$ cat src/rtl/fc_pkg.sv
// Shared types and constants for the FC compute lane accumulator.
`timescale 1ns/1ps
package fc_pkg;
    typedef enum logic [1:0] {IDLE, RUN, DRAIN} fc_acc_state_t;

    localparam logic [15:0] FP16_ZERO     = 16'h0000;
    localparam int unsigned FP16_SIGN_BIT = 15;
endpackage

$ cat src/rtl/floatAdd16.sv
// Combinational IEEE half-precision adder, round-to-nearest-even, canonical qNaN 7E00.
`timescale 1ns/1ps
module floatAdd16 (
    input  logic [15:0] a,
    input  logic [15:0] b,
    output logic [15:0] y
);
    logic        a_big, eff_sub, nan_a, nan_b, inf_a, inf_b, sticky, up, sgn;
    logic [15:0] x, z;
    logic [4:0]  ex, ez, d;
    logic [13:0] mx, mz, mz_al;
    logic [14:0] sum;
    logic [5:0]  e;
    logic [11:0] mr;

    always_comb begin
        nan_a = (a[14:10] == 5'h1f) && (a[9:0] != 10'd0);
        nan_b = (b[14:10] == 5'h1f) && (b[9:0] != 10'd0);
        inf_a = (a[14:10] == 5'h1f) && (a[9:0] == 10'd0);
        inf_b = (b[14:10] == 5'h1f) && (b[9:0] == 10'd0);

        // x carries the larger magnitude so the subtraction never goes negative
        a_big = (a[14:0] >= b[14:0]);
        x     = a_big ? a : b;
        z     = a_big ? b : a;
        ex    = (x[14:10] == 5'd0) ? 5'd1 : x[14:10];
        ez    = (z[14:10] == 5'd0) ? 5'd1 : z[14:10];
        mx    = {(x[14:10] != 5'd0), x[9:0], 3'b000};
        mz    = {(z[14:10] != 5'd0), z[9:0], 3'b000};
        d     = ex - ez;

        sticky = 1'b0;
        for (int i = 0; i < 14; i++) begin
            if (5'(i) < d) sticky = sticky | mz[i];
        end
        mz_al = (mz >> d) | {13'd0, sticky};

        eff_sub = x[15] ^ z[15];
        sum     = eff_sub ? ({1'b0, mx} - {1'b0, mz_al}) : ({1'b0, mx} + {1'b0, mz_al});
        e       = {1'b0, ex};

        // normalise; left shifts stop at the subnormal exponent
        if (sum[14]) begin
            sum = {1'b0, sum[14:2], sum[1] | sum[0]};
            e   = e + 6'd1;
        end else begin
            for (int i = 0; i < 13; i++) begin
                if (!sum[13] && (e > 6'd1)) begin
                    sum = sum << 1;
                    e   = e - 6'd1;
                end
            end
        end

        up = sum[2] & (sum[1] | sum[0] | sum[3]);
        mr = {1'b0, sum[13:3]} + {11'd0, up};
        if (mr[11]) begin
            mr = {1'b0, mr[11:1]};
            e  = e + 6'd1;
        end

        sgn = x[15];
        if (mr == 12'd0) sgn = x[15] & ~eff_sub;

        if (e >= 6'd31) y = {sgn, 5'h1f, 10'd0};
        else            y = {sgn, (mr[10] ? e[4:0] : 5'd0), mr[9:0]};

        if (nan_a || nan_b || (inf_a && inf_b && (a[15] != b[15]))) y = 16'h7E00;
        else if (inf_a)                                             y = a;
        else if (inf_b)                                             y = b;
    end
endmodule

$ cat src/rtl/fc_accumulator.sv
// Per-neuron FP16 accumulator: bias on first chunk, optional ReLU, valid/ready result register.
`timescale 1ns/1ps
module fc_accumulator
    import fc_pkg::*;
#(
    parameter int unsigned DATAWIDTH    = 16,
    parameter int unsigned CHUNK_CNT_W  = 8,
    parameter int unsigned NEURON_CNT_W = 10
) (
    input  logic                    clk,
    input  logic                    reset,
    input  logic                    cfg_load,
    input  logic [CHUNK_CNT_W-1:0]  cfg_num_chunks,
    input  logic [NEURON_CNT_W-1:0] cfg_num_neurons,
    input  logic                    cfg_relu_en,
    input  logic                    in_valid,
    input  logic [DATAWIDTH-1:0]    in_psum,
    input  logic [DATAWIDTH-1:0]    in_bias,
    output logic                    in_ready,
    output logic                    out_valid,
    output logic [DATAWIDTH-1:0]    out_data,
    output logic [NEURON_CNT_W-1:0] out_index,
    input  logic                    out_ready,
    output logic                    done
);
    fc_acc_state_t           state, state_d;
    logic                    done_d;
    logic [CHUNK_CNT_W-1:0]  num_chunks, chunk_cnt;
    logic [NEURON_CNT_W-1:0] num_neurons, neuron_cnt;
    logic                    relu_en;
    logic [DATAWIDTH-1:0]    acc, add_a, sum, result;
    logic                    accept, first_chunk, last_chunk, last_neuron;

    assign in_ready    = (state == RUN) && !(out_valid && !out_ready);
    assign accept      = in_valid && in_ready;
    assign first_chunk = (chunk_cnt == '0);
    assign last_chunk  = (chunk_cnt == num_chunks - CHUNK_CNT_W'(1));
    assign last_neuron = (neuron_cnt == num_neurons - NEURON_CNT_W'(1));

    // single adder; the first operand switches between bias and running sum
    assign add_a = first_chunk ? in_bias : acc;

    floatAdd16 u_add (
        .a (add_a),
        .b (in_psum),
        .y (sum)
    );

    assign result = (relu_en && sum[FP16_SIGN_BIT]) ? FP16_ZERO : sum;

    always_ff @(posedge clk) begin
        if (reset) begin
            state <= IDLE;
            done  <= 1'b0;
        end else begin
            state <= state_d;
            done  <= done_d;
        end
    end

    always_comb begin
        state_d = state;
        done_d  = 1'b0;
        case (state)
            IDLE:    if (cfg_load) state_d = RUN;
            RUN:     if (accept && last_chunk && last_neuron) state_d = DRAIN;
            DRAIN: begin
                if (!out_valid || out_ready) begin
                    state_d = IDLE;
                    done_d  = 1'b1;
                end
            end
            default: state_d = IDLE;
        endcase
    end

    always_ff @(posedge clk) begin
        if (reset) begin
            num_chunks  <= CHUNK_CNT_W'(1);
            num_neurons <= NEURON_CNT_W'(1);
            relu_en     <= 1'b0;
            chunk_cnt   <= '0;
            neuron_cnt  <= '0;
            acc         <= FP16_ZERO;
            out_valid   <= 1'b0;
            out_data    <= FP16_ZERO;
            out_index   <= '0;
        end else begin
            if ((state == IDLE) && cfg_load) begin
                num_chunks  <= (cfg_num_chunks == '0) ? CHUNK_CNT_W'(1) : cfg_num_chunks;
                num_neurons <= (cfg_num_neurons == '0) ? NEURON_CNT_W'(1) : cfg_num_neurons;
                relu_en     <= cfg_relu_en;
                chunk_cnt   <= '0;
                neuron_cnt  <= '0;
                acc         <= FP16_ZERO;
            end

            if (accept) begin
                if (last_chunk) begin
                    chunk_cnt  <= '0;
                    neuron_cnt <= neuron_cnt + NEURON_CNT_W'(1);
                end else begin
                    chunk_cnt  <= chunk_cnt + CHUNK_CNT_W'(1);
                    acc        <= sum;
                end
            end

            // a new result may replace one that is draining in this same cycle
            if (accept && last_chunk) begin
                out_valid <= 1'b1;
                out_data  <= result;
                out_index <= neuron_cnt;
            end else if (out_valid && out_ready) begin
                out_valid <= 1'b0;
            end
        end
    end
endmodule

$ cat config.mk
export PLATFORM = sky130hd
export DESIGN_NAME = fc_accumulator
export DESIGN_NICKNAME = d
export VERILOG_FILES = /design/src/rtl/fc_pkg.sv /design/src/rtl/floatAdd16.sv /design/src/rtl/fc_accumulator.sv
export SDC_FILE = /design/constraint.sdc
export NUM_CORES = 1
export LEC_CHECK = 0
export BUFFER_PORTS_ARGS = -buffer_cell sky130_fd_sc_hd__buf_2
export CAP_MARGIN = 20
export CORE_MARGIN = 2
export CORE_UTILIZATION = 63
export CTS_BUF_LIST = sky130_fd_sc_hd__clkbuf_8
export CTS_CLUSTER_SIZE = 28
export DETAILED_ROUTE_END_ITERATION = 8
export MAX_ROUTING_LAYER = met4
export PLACE_DENSITY = 0.82
export SYNTH_ARGS = -nofsm -noshare
export SYNTH_HDL_FRONTEND = slang
export SYNTH_SLANG_ARGS = --single-unit
export TNS_END_PERCENT = 100
$ cat constraint.sdc
create_clock -name clk -period 44.2 [get_ports clk]
set_input_delay 11.05 -clock clk [delete_from_list [all_inputs] [get_ports clk]]
set_output_delay 11.05 -clock clk [all_outputs]
set_load 0.05 [all_outputs]
* Word level (Yosys, flattened, before mapping)
Index checks and enable logic that the tools add are counted.
Operators by class: eq/ne operators 10, muxes and demuxes 96, shift operators 1, $add $sub $neg 23, reduce and logical (&&, ||, !) cells 63, $lt $le $gt $ge 26, bitwise operators 19
Operator list (count):
- 14-bit 2-to-1 mux | 26
- 6-bit 2-to-1 mux | 27
- 16-bit 2-to-1 mux | 10
- 6-bit by 1-bit > comparator with 1-bit output, second input constant | 12
- 6-bit by 1-bit subtractor with 6-bit output, second input constant | 12
- 10-bit 2-to-1 mux | 4
- 8-bit 2-to-1 mux | 4
- 10-bit logical NOT | 3
- 4-bit by 5-bit < comparator with 1-bit output, first input constant | 6
- 15-bit 2-to-1 mux | 2
- 1-bit logical AND | 27
- 3-bit by 5-bit < comparator with 1-bit output, first input constant | 4
- 10-bit nonzero test | 2
- 1-bit logical NOT | 16
- 8-bit logical NOT | 2
- 14-bit by 14-bit adder with 15-bit output | 1
- 15-bit greater-or-equal comparator | 1
- 1-bit 2-to-1 mux | 15
- 5-bit 2-to-1 mux | 3
- 14-bit by 14-bit subtractor with 15-bit output | 1
- 14-bit by 1-bit OR with 14-bit output | 1
- 14-bit by 5-bit >> shifter with 14-bit output | 1
- 1-bit OR | 13
- 11-bit by 1-bit adder with 12-bit output | 1
- 33 further kinds | 44
Word-level totals: input bits 56, output and inout port bits 29, flip-flop bits (word level) 83

* Logic depth before layout (Yosys ltp)
depth in word-level cells 96, depth in mapped cells 149, depth with buffers taken out 123

* Hierarchy
Synthesis repeated with hierarchy kept, for this count alone.
Unflattened totals: cells, all modules 2118, area, all modules 14641.5 µm²
By module, submodules not included:
- floatAdd16 | cells an instance 1600, seq. area each 0.0 µm², instances 1, area each 10456.3 µm²
- fc_accumulator | cells an instance 518, seq. area each 1661.6 µm², instances 1, area each 4185.3 µm²

* Least setup slack after synthesis
No wires, ideal clock.
path type in2reg, from input in_bias[3], to register out_data[3], arrival 39786 ps, library setup time 117 ps, slack 4296 ps, path buffers 27, stages on the path 135, cells stage by stage mux2_2 ha_1 nand4_1 o311a_1 o21ai_1 clkbuf_1 clkbuf_1 nor3_1 a21oi_1 inv_1 ha_1 buf_2 buf_1 mux4_2 mux2i_1 nor2_1 nor2_1 a22oi_1 [... 99 more ...] buf_2 mux2_2 ha_1 o21ai_1 a2111oi_4 a2111oi_2 a2bb2oi_1 nor2_1 inv_1 ha_1 nand2_1 a211oi_1 o211ai_1 or3_1 o221ai_2 nand3_2 buf_6 a32o_1
On the way: cells in the longest elaborated chain, start to end 95
RTL lines:
- from (decl) | RTL line fc_accumulator.sv:18 | input logic [DATAWIDTH-1:0] in_bias,
- 16-bit 2-to-1 mux (*) | RTL line fc_accumulator.sv:41 | assign add_a = first_chunk ? in_bias : acc;
- branches (longest 91 deep; another with 15-bit greater-or-equal comparator)
- 16-bit 2-to-1 mux (*) | RTL line floatAdd16.sv:68 | if (nan_a || nan_b || (inf_a && inf_b && (a[15] != b[15]))) y = 16'h7E00;
- 1-bit logical AND | RTL line fc_accumulator.sv:49 | assign result = (relu_en && sum[FP16_SIGN_BIT]) ? FP16_ZERO : sum;
- 16-bit 2-to-1 mux (*) | RTL line fc_accumulator.sv:49
- to (signal assigned) | RTL line fc_accumulator.sv:111 | out_data <= result;
- to (decl) | RTL line fc_accumulator.sv:21 | output logic [DATAWIDTH-1:0] out_data,
Mark *: on every way between the ends. The select of a mux whose other input is x is not followed. A chain may end at the register's enable or synchronous reset.

* Worst setup path after layout
from input in_bias[14], to register out_data[1]
Same word-level chain as after synthesis.

==> results.yml <==
drt:
  dr_wl_met3_microns: 3652
  dr.pass1.iters: 6
  postRouteAntennaNets: 0
  dr.first_iter.drc_count: 1719
  vias: 16950
  drc_errors: 0
  wirelength_microns: 47260
  highest_layer: "met4"
  wl_per_cell_microns: 18.98
  via_per_inst: 6.806
  route.met2.wl_microns: 22560
  met1Wirelength_microns: 19790
clocking:
  clkTransAtPathRegs_ns: 0.09
  post_cts_buffers: 0
  cts_buffers: 9
  cts_tree: "built"
  htreeDepth: 3
  cts-root-buf: "clkbuf_8"
  clock-sinks: 83
  postCtsHoldBufs: 0
  worst_skew_pair.late_latency_ns: 0.35
  clockBufferDepth: 2
timing:
  setup-violations-final: 0
  hold_slack_ns: 0.4558
  report.final.slew_viol_count: 0
  setup_tns_ns: 0
  fin_ws_ns: 2.658
  relSlewSlack_pct: 24.98
  fmax_mhz: 24.07
  fin_crit_sh_pct: 93.99
  final-hold-violation-count: 0
  min_period_ns: 41.54
  finClkSkew_ns: 0.01099
  worst_pin_slew_ns: 1.117
  rsz0062_at_grt: "no"
synthesis:
  synthArstFlopShare_pct: 0
  netlist_area_sq_um: 15250
  yosys_warnings: 0
  synth_top_area_share_pct: 10.90
  synth_area_leaders: "dfxtp_1, mux2i_1, ha_1, nor2_1, nand2_1"
  synth_flop_cell: "dfxtp_1"
  avgSynthCellArea_sq_um: 7.056
  ys_types: 134
  synth_edf_count: 0
  synthCells: 2161
  ys_ff_latch: 83
  synth_largest_area_cell: "dfxtp_1"
  synth.yosys.seq_area_share_pct: 10.90
  synth_nets: 2295
placement:
  gp_congestion: 1.026
  placed_cells: 2474
  io_buffers: 84
  dpl.hpwl_microns: 37270
  dp_slack_ns: 1.234
floorplanning:
  die_h_microns: 159.6
  core_area_sq_um: 23610
  die_w_microns: 159.6
  die_area_sq_um: 25460
  io_pins: 85
  row_count: 56
  initial_utilization_pct: 64.57
setup_path:
  worst_path_most_repeated_cell: "ha_1"
  worst_ep_required_time_ns: 44.45
  worstSetupPathType: "in2reg"
  rr_startpoint: "chunk_cnt[0]"
  worstPathMaxFanout: 26
  critPathBufInv: 12
  max_stage_delay_ns: 0.90
  cp_slowest_cell: "xnor2_1"
  end_kind: "register"
  worstSetupStartpoint: "in_bias[14]"
  cp-start-kind: "input pin"
  crit_family: "compound AO/OA/AOI/OAI gates"
  cp.arrival_ns: 41.79
global_route:
  antenna_found_initial: 0
  grt_max_degree: 75
  grt_usage_pct: 36.33
  grt_remaining_overflow: 0
  grt_pass1_wl_microns: 77010
  grt_pass1_vias: 15610
flow_run:
  maxCapViolations: 0
finish:
  regArea_sq_um: 1662
  multi_input_comb_area_sq_um: 12770
  diodes: 0
  fin_cells: 2490
  syn_to_final_growth_pct: 4.702
  nets: 2300
  final_cell_mix: "nor2_1, nand2_1, a21oi_1"
  drive_above_1_share_pct: 12.76
  final_common_cell: "nor2_1"
  nFillCells: 2140
min_path:
  min_path_type: "reg2reg"
  min-delay-start: "out_index[8]"
status:
  status: "complete, no violations"
## worst reg2reg max path, delay by kind of cell, from the launching register on
| family | cells | cell delay [ns] |
|---|---|---|
| adder cells (fa/ha/maj) | 19 | 5.40 |
| XOR/XNOR | 7 | 2.97 |
| flip-flops | 1 | 0.37 |
| AND/OR/NAND/NOR | 35 | 8.21 |
| AO/OA/AOI/OAI | 38 | 11.36 |
| multiplexers | 6 | 2.22 |
| buffers and inverters | 13 | 1.78 |
## synthesized netlist by cell type, drive strengths merged, types with 11 or more instances
| cell | instances |
|---|---|
| nand4 | 26 |
| nor3 | 54 |
| mux2 | 51 |
| o31ai | 17 |
| nor4 | 20 |
| o211a | 11 |
| ha | 76 |
| inv | 93 |
| buf | 34 |
| clkbuf | 75 |
| a21oi | 180 |
| o211ai | 34 |
| o22ai | 11 |
| o21a | 17 |
| and2 | 30 |
| nor2b | 13 |
| and3 | 27 |
| a21boi | 11 |
| a22oi | 15 |
| a2111oi | 12 |
| xor2 | 19 |
| a22o | 13 |
| nor2 | 249 |
| nand3 | 70 |
| or2 | 17 |
| a31oi | 34 |
| and4 | 11 |
| mux2i | 140 |
| a211oi | 30 |
| xnor2 | 55 |
| nand2 | 245 |
| or3 | 17 |
| dfxtp | 83 |
| o21ai | 135 |
| a21o | 17 |
| nand2b | 24 |
## path summary, 6_finish.rpt
check | endpoint | slack, ns | depth (start not counted)
worst max-delay path | out_data[1] | 2.66 | 114
worst min-delay path | out_index[8] | 0.46 | 2
worst max register to register | out_data[1] | 11.82 | 118
worst min register to register | out_index[8] | 0.46 | 2
## state kept, by name, indices dropped and copies added (netlist names)
| register | count |
|---|---|
| num_chunks | 8 |
| relu_en | 1 |
| num_neurons | 10 |
| chunk_cnt | 8 |
| out_valid | 1 |
| out_index | 10 |
| done | 1 |
| out_data | 16 |
| state | 2 |
| acc | 16 |
| neuron_cnt | 10 |
## stage by stage
step	utilization, %	cell area (sq um)
detailed placement	66.66	15740
floorplan	-	15250
CTS	67.51	15940
finish	67.61	15960
global route	67.61	15960
global placement	66.66	15740
## layout make-up
class                   count  area share [%]
clock inverters             7          0.4781
clock buffers               9          0.7759
repair buffers            103           3.527
well taps                 319           2.500
multi-input cells        1871           80.01
inverters                  98           2.304
flip-flops and latches     83           10.41
## routing by layer
layer	track usage, %	up-vias
li1	-	8056
met1	46.00	7902
met2	61.96	864
met3	3.256	125
met4	9.835	0
met5	-	-
## logic make-up after synthesis
kind of cell	count (synthesis)	synth area share [%]
simple gates	846	26.80
xor+xnor	74	4.300
fa+ha+maj	78	6.499
mux	196	14.03
buf+inv	207	5.588
compound gates	677	31.88
flops	83	10.90
## timing repair
| action | 4_1_cts | 5_1_grt |
|---|---|---|
| endpoints found under the hold margin | 0 | 0 |
| setup endpoints to repair | 0 | 32 |
| gates resized for setup | 0 | 7 |
Power is not shown: default switching activity piles up to over one toggle a cycle in this logic, so the estimate is an artifact.
